## config.mk

```make
export PLATFORM = sky130hd
export DESIGN_NAME = jlsemi_util_cdc_hs_tx
export DESIGN_NICKNAME = d
export VERILOG_FILES = /design/src/rtl/jlsemi_util_cdc_pkg.sv /design/src/rtl/jlsemi_util_sync_pos_with_rst_high.sv /design/src/rtl/jlsemi_util_cdc_hs_tx.sv
export SDC_FILE = /design/constraint.sdc
export NUM_CORES = 1
export LEC_CHECK = 0
export CORE_AREA = 3 3 40 42
export CTS_BUF_LIST = sky130_fd_sc_hd__clkbuf_2
export DETAILED_ROUTE_END_ITERATION = 12
export DIE_AREA = 0 0 43 45
export HOLD_SLACK_MARGIN = 0.1
export PLACE_DENSITY = 0.75
export SETUP_SLACK_MARGIN = 0.05
export SYNTH_ARGS = -nofsm -noshare
export SYNTH_HDL_FRONTEND = slang
export SYNTH_HIERARCHICAL = 1
export SYNTH_SLANG_ARGS = --single-unit
```

## constraint.sdc

```tcl
create_clock -name clk -period 1.1 [get_ports clk]
set_input_delay 0.33 -clock clk [delete_from_list [all_inputs] [get_ports clk]]
set_output_delay 0.33 -clock clk [all_outputs]
set_load 0.03 [all_outputs]
```

## src/rtl/jlsemi_util_cdc_pkg.sv

```systemverilog
// Shared definitions for the toggle-handshake CDC blocks: FSM encoding and
// the legal depth range of the bit synchronizers.
package jlsemi_util_cdc_pkg;

    typedef enum logic {
        ST_IDLE = 1'b0,
        ST_BUSY = 1'b1
    } hs_state_e;

    localparam int SYNC_STEP_MIN = 2;
    localparam int SYNC_STEP_MAX = 3;

    function automatic bit sync_step_legal(input int n);
        return (n >= SYNC_STEP_MIN) && (n <= SYNC_STEP_MAX);
    endfunction

endpackage

```

## src/rtl/jlsemi_util_sync_pos_with_rst_high.sv

```systemverilog
// Multi-flop bit synchronizer, rising edge, synchronous active-high reset.
// Under JL_SYNTHESIS the chain is kept intact for the synchronizer cell flow.
module jlsemi_util_sync_pos_with_rst_high #(
    parameter int SYNC_STEP = 2
) (
    input  logic clk,
    input  logic rst,
    input  logic din,
    output logic dout
);

`ifdef JL_SYNTHESIS
    (* dont_touch = "true", async_reg = "true" *) logic [SYNC_STEP-1:0] sync_q;
`else
    logic [SYNC_STEP-1:0] sync_q;
`endif

    always_ff @(posedge clk) begin
        if (rst) begin
            sync_q <= '0;
        end else begin
            sync_q <= {sync_q[SYNC_STEP-2:0], din};
        end
    end

    assign dout = sync_q[SYNC_STEP-1];

endmodule

```

## src/rtl/jlsemi_util_cdc_hs_tx.sv

```systemverilog
// Source half of a two-phase request/acknowledge bus crossing: captures a word,
// toggles req_tgl, and waits for the synchronized ack level to match it.
module jlsemi_util_cdc_hs_tx
    import jlsemi_util_cdc_pkg::*;
#(
    parameter int DATA_W      = 8,
    parameter int SYNC_STEP   = 2,
    parameter int TIMEOUT_CYC = 0,
    parameter int CNT_W       = 16
) (
    input  logic              clk,
    input  logic              rst,
    input  logic              src_vld,
    input  logic [DATA_W-1:0] src_data,
    output logic              src_rdy,
    output logic              xfer_done,
    output logic              req_tgl,
    output logic [DATA_W-1:0] xfer_data,
    input  logic              ack_tgl_async,
    output logic              timeout_err,
    input  logic              err_clr
);

    localparam bit               TO_EN    = (TIMEOUT_CYC > 0);
    localparam logic [CNT_W-1:0] TO_LIMIT = CNT_W'(TIMEOUT_CYC);
    localparam logic [CNT_W-1:0] TO_LAST  = TO_LIMIT - CNT_W'(1);

    if (!sync_step_legal(SYNC_STEP)) begin : g_bad_sync_step
        $error("jlsemi_util_cdc_hs_tx: SYNC_STEP out of range");
    end

    hs_state_e        state;
    logic             ack_sync;
    logic [CNT_W-1:0] to_cnt;
    logic             to_hit;

    jlsemi_util_sync_pos_with_rst_high #(
        .SYNC_STEP (SYNC_STEP)
    ) u_ack_sync (
        .clk  (clk),
        .rst  (rst),
        .din  (ack_tgl_async),
        .dout (ack_sync)
    );

    assign src_rdy = (state == ST_IDLE);
    assign to_hit  = TO_EN && (state == ST_BUSY) && (to_cnt == TO_LAST);

    // NOTE: non-blocking assignments so every register samples pre-edge values.
    always_ff @(posedge clk) begin
        if (rst) begin
            state       <= ST_IDLE;
            req_tgl     <= 1'b0;
            xfer_data   <= '0;
            xfer_done   <= 1'b0;
            timeout_err <= 1'b0;
            to_cnt      <= '0;
        end else begin
            xfer_done <= 1'b0;
            case (state)
                ST_IDLE: begin
                    to_cnt <= '0;
                    if (src_vld) begin
                        xfer_data <= src_data;
                        req_tgl   <= ~req_tgl;
                        state     <= ST_BUSY;
                    end
                end
                ST_BUSY: begin
                    if (TO_EN && (to_cnt != TO_LIMIT)) begin
                        to_cnt <= to_cnt + CNT_W'(1);
                    end
                    // Level compare: matched ack means the destination holds this word.
                    if (ack_sync == req_tgl) begin
                        state     <= ST_IDLE;
                        xfer_done <= 1'b1;
                        to_cnt    <= '0;
                    end
                end
            endcase
            if (to_hit) begin
                timeout_err <= 1'b1;
            end else if (err_clr) begin
                timeout_err <= 1'b0;
            end
        end
    end

endmodule

```

==> run metrics <==
status finished, violations left; failing checks setup timing; kind of capture point of the worst setup path output port; pin count of the biggest net entering global routing 10; category of the most critical setup path flop to output port; leakage power total 0.349 nW; number of sinks driven by the clock tree 13; setup repair after global routing missed its margin yes; total I/O pin count 25; destination of the worst register-to-register timing path xfer_data[5]; WHS Endpoint u_ack_sync/sync_q[1]; post-route fraction of the period consumed by the critical path 102%; final worst clock skew 0.00565 ns; required time of the critical path 0.77 ns; most instantiated library cell after synthesis sky130_fd_sc_hd__nand2_1; hold wc startpoint u_ack_sync/sync_q[0]; top-area cell type share of the netlist area 57.6%; total count of hold-check failures in the final report 0; vias per cell 4.39; Register-to-Register Setup Slack 0.10 ns; post-placement cell area 669 um2; path depth of the worst reg2reg path 4; Min Hold Slack 0.453 ns; CORE AREA 0.00128 mm2; top cells by instance count after synthesis sky130_fd_sc_hd__nand2_1, sky130_fd_sc_hd__dfxtp_1, sky130_fd_sc_hd__a21oi_1; Routed WL 999 um; fraction of registers with async set/reset 0%; cell type with the largest total area after synthesis sky130_fd_sc_hd__dfxtp_1; category of the worst setup path launch point flop; final cell area excluding filler cells 787 um2; global-route usage over all layers 12.5%; synthesized area divided by synthesized cell count 8.52 um2; worst voltage drop across the vdd grid 0.624 mV; width of the die 43 um; maximum buffer depth of the clock tree 2; most area-consuming cells after synthesis sky130_fd_sc_hd__dfxtp_1, sky130_fd_sc_hd__nand2_1, sky130_fd_sc_hd__a21oi_1; timing-limited maximum frequency 895 MHz; via count of the first global-routing pass 392; CTS H-tree lvls 1; starting density of the core 35.2%; Synthesis Warnings 6; arrival time of data at the critical path endpoint 0.79 ns; number of cells on the worst hold path 1; weighted congestion at the end of routability-driven global placement 0.672; clock-pin slew on the worst setup and hold paths 0.12 ns; fin worst setup slack -0.0167 ns; number of buffers added to fix hold violations after cts 0; final-report max-slew violation count 0; number of distinct library cells after synthesis 14; initial antenna violation count 0; Antenna diodes 0; proportion of synthesized chip area in sequential cells 57.6%; total number of nets in the final design 97; storage element area 274 um2; via total after detailed routing 430; Chip Height 45 um; Most used DFF post-synth sky130_fd_sc_hd__dfxtp_1; footprint of the multi-input gates 174 um2; Net Count, Synth 66; synthesized flop and latch total 13; remaining antenna violation count after routing 0; Placement Setup Slack -0.333 ns; family of cells with the greatest summed delay on the critical path flip-flops; max-cap violations 0; sequence of cells on the critical path inv_2, buf_6; global-route wire length before repair 1680 um; mean routed wirelength per cell 10.2 um; number of instances in the synthesized netlist 53; power density of the placed cells 1310 mW/mm2; DP Wirelength 701 um; number of optimization iterations in the first detailed-route pass 4; die area 0.00194 mm2; remaining global-route overflow 0; CP max-delay cell sky130_fd_sc_hd__dfxtp_2; CTS tree built; fraction of final layout cells with drive strength greater than 1 44.6%; Layout Area Growth over Synthesis 74.2%; insertion delay to the later sink of the worst-skew pair 0.26 ns; post-layout min period 1.12 ns; r2r startpoint state; count of flip-flops with a built-in enable after synthesis 0; FILL cells 126; number of clock buffers inserted by TritonCTS 3; starting DRC count in detailed routing 11; # port buffers 22; kind of path behind the tightest hold check flop to flop; final total power 1.03 mW; Setup Viol. Count Final 1; max incr delay on CP 0.35 ns; maximum net fanout on the critical path 2; Mapped Area 452 um2; row count 13; Root Buffer Master sky130_fd_sc_hd__clkbuf_2; DRC violation count after routing 0; number of buffer and inverter stages on the critical path 2
[cell type report]
cell class	count	area share, %
Sequential cell	13	34.8
Timing Repair Buffer	30	37.7
Multi-Input combinational cell	35	22.1
Inverter	1	0.477
Clock buffer	4	2.54
Tap cell	15	2.38
[through the flow]
stage / instances / util, % / setup TNS, ns
floorplan: 53 / - / 0
global placement: 90 / 52.1 / -2.55
detailed placement: 90 / 52.1 / -2.92
CTS: 96 / 60.1 / -0.0338
global route: 98 / 61.2 / -0.540
finish: 98 / 61.2 / -0.0167
[logic make-up (layout without fill, tap and decap cells)]
group,after synthesis,in the layout,share of synthesized area (%)
AOI/OAI and AO/OA,9,9,9.97
xor gates and xnor gates,2,2,3.88
buffers and inverters,5,35,6.09
DFF,13,13,57.6
other,1,1,0.830
and+or+nand+nor,23,23,21.6
[flip-flops by register name (all words and copies together), names as in the netlist]
| name | flops |
|---|---|
| req_tgl | 1 |
| xfer_data | 8 |
| state | 1 |
| u_ack_sync/sync_q | 2 |
| xfer_done | 1 |
[how the worst max path moves through the flow]
stage                  from       to  cells after the start
floorplan           req_tgl    state                      3
global placement    src_vld  req_tgl                      5
detailed placement  src_vld  req_tgl                      5
CTS                   state  src_rdy                      2
global route          state  src_rdy                      2
finish                state  src_rdy                      2
[per-layer routing]
metal  vias up  track usage [%]  share of wire (%)
li1        224                -                  -
met1       186             13.5                 44
met2        18             19.2                 47
met3         2             5.98                8.7
met4         0             9.04               0.50
met5         -                0                  0
[repair_timing]
item,in CTS,in global routing
buffers inserted,2,2
endpoints found under the setup margin,20,11
resized for setup,28,0
[power by group]
group	internal, mW	total [mW]	switching [mW]
clock	0.0965	0.242	0.145
combinational	0.138	0.265	0.127
sequential	0.507	0.526	0.0192
total	0.741	1.03	0.292
[worst register-to-register path: stages (launching register included)]
cell and delay (ns):
sky130_fd_sc_hd__dfxtp_2 0.35, sky130_fd_sc_hd__buf_4 0.14, sky130_fd_sc_hd__nand2b_2 0.25, sky130_fd_sc_hd__nand2_1 0.10, sky130_fd_sc_hd__a21oi_1 0.07
[placed cells by master (no fill, tap or decap), drive strengths merged]
| master | synthesis | final |
|---|---|---|
| nand2b | 1 | 1 |
| clkdlybuf4s50 | 0 | 10 |
| conb | 1 | 1 |
| dfxtp | 13 | 13 |
| nor3 | 1 | 1 |
| nand2 | 16 | 16 |
| xnor2 | 1 | 1 |
| inv | 1 | 1 |
| dlygate4sd2 | 0 | 1 |
| buf | 3 | 19 |
| xor2 | 1 | 1 |
| a21oi | 9 | 9 |
| clkbuf | 1 | 4 |
| nor2b | 3 | 3 |
| nor2 | 2 | 2 |
Power figures use the tool's default switching activity.
